File: src/rtl/vga_pkg.sv
// vga_pkg: shared raster timing defaults, total-length helper and the flag bundle
// with its flushed (inactive) value used by the delay line.
package vga_pkg;

    localparam int DEF_CNT_W = 10;
    localparam int DEF_HVID  = 640;
    localparam int DEF_HFP   = 16;
    localparam int DEF_HSW   = 96;
    localparam int DEF_HBP   = 48;
    localparam int DEF_VVID  = 480;
    localparam int DEF_VFP   = 10;
    localparam int DEF_VSW   = 2;
    localparam int DEF_VBP   = 33;

    typedef struct packed {
        logic frame;
        logic line;
        logic vblank;
        logic hblank;
        logic bright;
        logic vsync;
        logic hsync;
    } flags_t;

    function automatic int total(input int vid, input int fp, input int sw, input int bp);
        return vid + fp + sw + bp;
    endfunction

    // Syncs idle at the opposite of their active level; everything else idles low.
    function automatic flags_t flush_flags(input logic hs_pol, input logic vs_pol);
        flags_t f;
        f = '0;
        f.hsync = ~hs_pol;
        f.vsync = ~vs_pol;
        return f;
    endfunction

endpackage

File: src/rtl/vga_delay_line.sv
// vga_delay_line: W-bit x D-deep enabled shift register with synchronous flush;
// D=0 degenerates to a plain wire.
module vga_delay_line #(
    parameter int           W    = 1,
    parameter int           D    = 0,
    parameter logic [W-1:0] INIT = '0
) (
    input  logic         clock,
    input  logic         flush,
    input  logic         en,
    input  logic [W-1:0] d,
    output logic [W-1:0] q
);

    if (D == 0) begin : g_wire
        logic unused_ok;
        assign unused_ok = &{1'b0, clock, flush, en};
        assign q = d;
    end else begin : g_pipe
        logic [W-1:0] stage_q [D];
        always_ff @(posedge clock) begin
            if (flush) begin
                for (int i = 0; i < D; i++) stage_q[i] <= INIT;
            end else if (en) begin
                stage_q[0] <= d;
                for (int i = 1; i < D; i++) stage_q[i] <= stage_q[i-1];
            end
        end
        assign q = stage_q[D-1];
    end

endmodule

File: src/rtl/vga_timing_gen.sv
// vga_timing_gen: pixel-enable driven raster counters, flag decode and a delay line
// that keeps syncs/blank/strobes aligned with a downstream pixel pipeline.
module vga_timing_gen
    import vga_pkg::*;
#(
    parameter int   CNT_W    = DEF_CNT_W,
    parameter int   HVID     = DEF_HVID,
    parameter int   HFP      = DEF_HFP,
    parameter int   HSW      = DEF_HSW,
    parameter int   HBP      = DEF_HBP,
    parameter int   VVID     = DEF_VVID,
    parameter int   VFP      = DEF_VFP,
    parameter int   VSW      = DEF_VSW,
    parameter int   VBP      = DEF_VBP,
    parameter logic HS_POL   = 1'b0,
    parameter logic VS_POL   = 1'b0,
    parameter int   PIPE_DLY = 0
) (
    input  logic             clock,
    input  logic             clear,
    input  logic             pixEn,
    output logic [CNT_W-1:0] hCount,
    output logic [CNT_W-1:0] vCount,
    output logic             hSync,
    output logic             vSync,
    output logic             bright,
    output logic             hBlank,
    output logic             vBlank,
    output logic             lineStart,
    output logic             frameStart
);

    localparam int HTOTAL = total(HVID, HFP, HSW, HBP);
    localparam int VTOTAL = total(VVID, VFP, VSW, VBP);

    if (PIPE_DLY < 0 || PIPE_DLY > 7) begin : g_bad_dly
        $error("vga_timing_gen: PIPE_DLY must be 0..7");
    end
    if (HTOTAL > (1 << CNT_W) || VTOTAL > (1 << CNT_W)) begin : g_bad_tot
        $error("vga_timing_gen: HTOTAL/VTOTAL exceed counter range");
    end

    // One extra bit keeps sync-end bounds representable when a total hits 2**CNT_W.
    localparam logic [CNT_W:0] H_MAX = (CNT_W+1)'(HTOTAL - 1);
    localparam logic [CNT_W:0] H_VID = (CNT_W+1)'(HVID);
    localparam logic [CNT_W:0] H_SS  = (CNT_W+1)'(HVID + HFP);
    localparam logic [CNT_W:0] H_SE  = (CNT_W+1)'(HVID + HFP + HSW);
    localparam logic [CNT_W:0] V_MAX = (CNT_W+1)'(VTOTAL - 1);
    localparam logic [CNT_W:0] V_VID = (CNT_W+1)'(VVID);
    localparam logic [CNT_W:0] V_SS  = (CNT_W+1)'(VVID + VFP);
    localparam logic [CNT_W:0] V_SE  = (CNT_W+1)'(VVID + VFP + VSW);
    localparam flags_t FLUSH = flush_flags(HS_POL, VS_POL);

    logic [CNT_W-1:0] h_q, h_d, v_q, v_d;
    logic [CNT_W:0]   h_x, v_x;
    logic             h_wrap, v_wrap;
    flags_t           f0, fd;

    assign h_x    = {1'b0, h_q};
    assign v_x    = {1'b0, v_q};
    assign h_wrap = h_x == H_MAX;
    assign v_wrap = v_x == V_MAX;

    always_comb begin
        h_d = h_q;
        v_d = v_q;
        if (clear) begin
            h_d = '0;
            v_d = '0;
        end else if (pixEn) begin
            h_d = h_wrap ? '0 : h_q + CNT_W'(1);
            v_d = !h_wrap ? v_q : v_wrap ? '0 : v_q + CNT_W'(1);
        end
    end

    always_ff @(posedge clock) begin
        h_q <= h_d;
        v_q <= v_d;
    end

    always_comb begin
        f0.hsync  = (h_x >= H_SS && h_x < H_SE) ? HS_POL : ~HS_POL;
        f0.vsync  = (v_x >= V_SS && v_x < V_SE) ? VS_POL : ~VS_POL;
        f0.bright = h_x < H_VID && v_x < V_VID;
        f0.hblank = h_x >= H_VID;
        f0.vblank = v_x >= V_VID;
        f0.line   = h_q == '0;
        f0.frame  = h_q == '0 && v_q == '0;
    end

    vga_delay_line #(
        .W    ($bits(flags_t)),
        .D    (PIPE_DLY),
        .INIT (FLUSH)
    ) u_dly (
        .clock (clock),
        .flush (clear),
        .en    (pixEn),
        .d     (f0),
        .q     (fd)
    );

    assign hCount = h_q;
    assign vCount = v_q;
    assign hSync  = fd.hsync;
    assign vSync  = fd.vsync;
    assign bright = fd.bright;
    assign hBlank = fd.hblank;
    assign vBlank = fd.vblank;
    // Strobes exist only on ticks, so they never stretch over held cycles.
    assign lineStart  = fd.line & pixEn & ~clear;
    assign frameStart = fd.frame & pixEn & ~clear;

endmodule

File: config.mk
export PLATFORM = sky130hd
export DESIGN_NAME = vga_timing_gen
export DESIGN_NICKNAME = d
export VERILOG_FILES = /design/src/rtl/vga_pkg.sv /design/src/rtl/vga_delay_line.sv /design/src/rtl/vga_timing_gen.sv
export SDC_FILE = /design/constraint.sdc
export NUM_CORES = 1
export LEC_CHECK = 0
export ABC_CLOCK_PERIOD_IN_PS = 1800
export BUFFER_PORTS_ARGS = -buffer_cell sky130_fd_sc_hd__buf_2
export CORE_MARGIN = 2
export CORE_UTILIZATION = 46
export CTS_CLUSTER_SIZE = 24
export DETAILED_ROUTE_END_ITERATION = 16
export HOLD_SLACK_MARGIN = 0.12
export MAX_ROUTING_LAYER = met4
export PLACE_DENSITY = 0.81
export SYNTH_ARGS = -nofsm -noshare
export SYNTH_HDL_FRONTEND = slang
export SYNTH_SLANG_ARGS = --single-unit
File: constraint.sdc
create_clock -name clock -period 1.8 [get_ports clock]
set_input_delay 0.27 -clock clock [delete_from_list [all_inputs] [get_ports clock]]
set_output_delay 0.27 -clock clock [all_outputs]
set_load 0.02 [all_outputs]
==> impl_metrics.toml <==
[outcome]
run_status = "complete, but fails checks"
failed_checks = "negative setup slack"

[critical_path]
list_of_cells_traversed_by_the_critical_path = "or2_1 > buf_6 > nor2_4 > and3_4 > and4_1 > buf_6"
path_buf_inv = 2
worstSetupPathType = "flop to output pin"
critical_path.endpoint_type = "output pin"
worstPathRequired_ps = 1530
regToRegEndpoint = "vCount[6]$_SDFFE_PP0P_"
critPathMaxStageDelay_ps = 340
cp_data_arrival_time_ps = 1630
crit_path_top_delay_cell = "sky130_fd_sc_hd__dfxtp_2"
startpoint_type = "flop"
worstPathMaxFanout = 2
r2r-start = "hCount[1]$_SDFFE_PP0P_"
worst_r2r_path_depth = 5
critPathTopFamily = "simple AND/OR/NAND/NOR gates"
rrSetupSlack_ps = 40
cell_type_with_the_highest_occurrence_count_on_the_critical_path = "sky130_fd_sc_hd__buf_6"

[clock_tree]
clock_tree_root = "sky130_fd_sc_hd__clkbuf_4"
clkLatencyLatePin_ps = 310
holdBufCountCts = 0
clock_tree_from_tritoncts = "yes"
clk_transition_reported_paths_ps = 130
htree_levels = 1
clockBufferDepth = 2
cts_sinks = 20
cts_buffers = 3

[detailed_routing]
post_drt_wl_per_cell_um = 15.4
drt_wl_total_um = 3260
drtAntennaViolNets = 0
drt_pre_antenna_iters = 4
detailedRoute.firstIterationViolations = 26
detail_route.drc_violations = 0
detail_route.vias_per_cell = 5.72
vias = 1206

[die]
num_io_pins = 30
core.rowCount = 18
die-width_um = 53.9
initial_core_util = 0.475
core_region_area_um2 = 2410
die_y_um = 53.9
area_of_the_die_um2 = 2900

[timing]
report.final.slew_viol_count = 0
post-route-min-period_ps = 1900
timing.clock.skew_ps = 10.9
period_share = 1.06
maxSlewHeadroom = 0.781
worst-slew-pin-transition_ps = 326
setup_viol_count_final = 3
max_clock_freq_mhz = 527
rsz_0062_raised_after_global_routing = "yes"
setup_total_negative_slack_ps = -248
finalHoldViolations = 0
final_critical_path_setup_slack_ps = -99.3

[cells_and_area]
total_nets_final = 190
drive_gt1_frac = 0.403
num_antenna_cells = 0
commonest_non_fill_non_tap_cell_in_the_layout = "sky130_fd_sc_hd__buf_2"
mostFrequentLayoutCells = "sky130_fd_sc_hd__buf_2 (26), sky130_fd_sc_hd__buf_4 (18), sky130_fd_sc_hd__nor2_1 (12), sky130_fd_sc_hd__dfxtp_1 (11), sky130_fd_sc_hd__nand3_1 (10)"
area.growth.synth_to_final_pct = 41.9

[placed_design]
hpwlAfterDp_um = 2290
buffer_ports.inserted = 29
dp_worst_setup_slack_ps = 64.7
gp_congestion = 0.911

[yosys]
synth_cells = 134
post_synth_edffs = 0
synth_fp_nets = 142
ys_seq_elements = 20
yosysWarningCount = 0
ys_async_sr_fraction = 0
yosysUniqueCellTypes = 32
post_synth.cell_area_avg_um2 = 8.54
syn-cell-area_um2 = 1140
ys_seq_area_frac = 0.350
synth_flop_cell = "sky130_fd_sc_hd__dfxtp_1"

[global_route]
grt_first_pass_wirelength_um = 5090
grt_remaining_overflow = 0
first_global_vias = 1108
antenna_found_initial = 0
grt_max_degree = 21
grt_use_total = 0.248

[power_and_ir_drop]
peakVddDrop_mv = 0.663
power_density_nw_per_um2 = 557
p_leak_nw = 0.716
design_power_total_w = 0.000905

[worst_hold_path]
worstHoldPathCells = 3
holdPathEnd = "hCount[0]$_SDFFE_PP0P_"
holdCritPathClass = "primary input to flop"
holdCritStartpoint = "pixEn"

[run]
max_cap_violations = 0
## per-layer routing
layer  share of wire  GRT usage
met4               0     0.0769
met5               0          -
met3           0.045     0.0333
met1            0.42      0.284
met2            0.53      0.445
## synthesized netlist by cell type, drive strengths merged (2+ instances only)
cell,count,share of area
inv,7,0.023
and4,5,0.038
nor4,6,0.038
nand4,4,0.022
xnor2,7,0.054
or4,3,0.020
and3,3,0.016
buf,3,0.013
dfxtp,20,0.35
clkbuf,3,0.0098
a21oi,5,0.022
nand2b,3,0.016
nand2,5,0.016
nor2,13,0.043
nor4b,4,0.031
nor3,8,0.039
o211ai,3,0.020
nand3,10,0.044
mux2i,2,0.017
ha,5,0.055
xor2,6,0.046
## registers in the layout (all words and copies together), names as in the netlist
signal  count
vCount     10
hCount     10
## worst max path at each step
stage,start,endpoint,slack [ps],cells past startpoint
after global routing,vCount[1]$_SDFFE_PP0P_,frameStart,-160,5
after floorplan,hCount[0]$_SDFFE_PP0P_,vCount[6]$_SDFFE_PP0P_,-160,6
after detailed placement,hCount[0]$_SDFFE_PP0P_,vCount[5]$_SDFFE_PP0P_,60,6
after CTS,hCount[5]$_SDFFE_PP0P_,frameStart,-80,6
final,hCount[6]$_SDFFE_PP0P_,frameStart,-100,6
after global placement,hCount[0]$_SDFFE_PP0P_,vCount[6]$_SDFFE_PP0P_,120,5
## cell families after synthesis
group	after synthesis	synth area share
and+or+nand+nor	67	0.352
DFF	20	0.350
AOI/OAI and AO/OA	14	0.0809
xor gates and xnor gates	13	0.0995
buffers and inverters	13	0.0459
adders and majority gates	5	0.0546
muxes	2	0.0175
## worst reg2reg max path: stages (launching register included)
cell	delay, ps
sky130_fd_sc_hd__dfxtp_4	390
sky130_fd_sc_hd__ha_2	210
sky130_fd_sc_hd__nand4_1	120
sky130_fd_sc_hd__or4_1	430
sky130_fd_sc_hd__or4_1	470
sky130_fd_sc_hd__o21ai_0	80
## per-stage QoR
step / instance area [µm²] / hold WS, ps / std cells / utilization
after global placement: 1440 / 493 / 202 / 0.598
after CTS: 1580 / 290 / 210 / 0.656
after detailed placement: 1440 / 507 / 202 / 0.598
after global routing: 1620 / 312 / 211 / 0.674
final: 1620 / 310 / 211 / 0.674
after floorplan: 1170 / 437 / 134 / -
## cell type report
type | count | area [µm²]
clock inverter | 1 | 30.0
clock buffer | 3 | 22.5
sequential | 20 | 417
multi-input combinational | 101 | 769
timing repair buffer | 49 | 322
inverter | 7 | 26.3
fill | 202 | 786
tap | 30 | 37.5
## power breakdown
group	switching (W)	total, W	leakage [nW]	internal (W)
combinational	0.0000390	0.0000794	0.522	0.0000403
clock	0.000149	0.000374	0.0279	0.000225
sequential	0.00000541	0.000452	0.166	0.000447
## timing repair
item / 4_1_cts / 5_1_grt
gates resized for setup: 13 / 8
setup endpoints to repair: 3 / 11
pin swaps: 2 / 2
buffers inserted: 4 / 1
cloned: 0 / 0
Note: power is estimated with default switching activity, not from simulation.
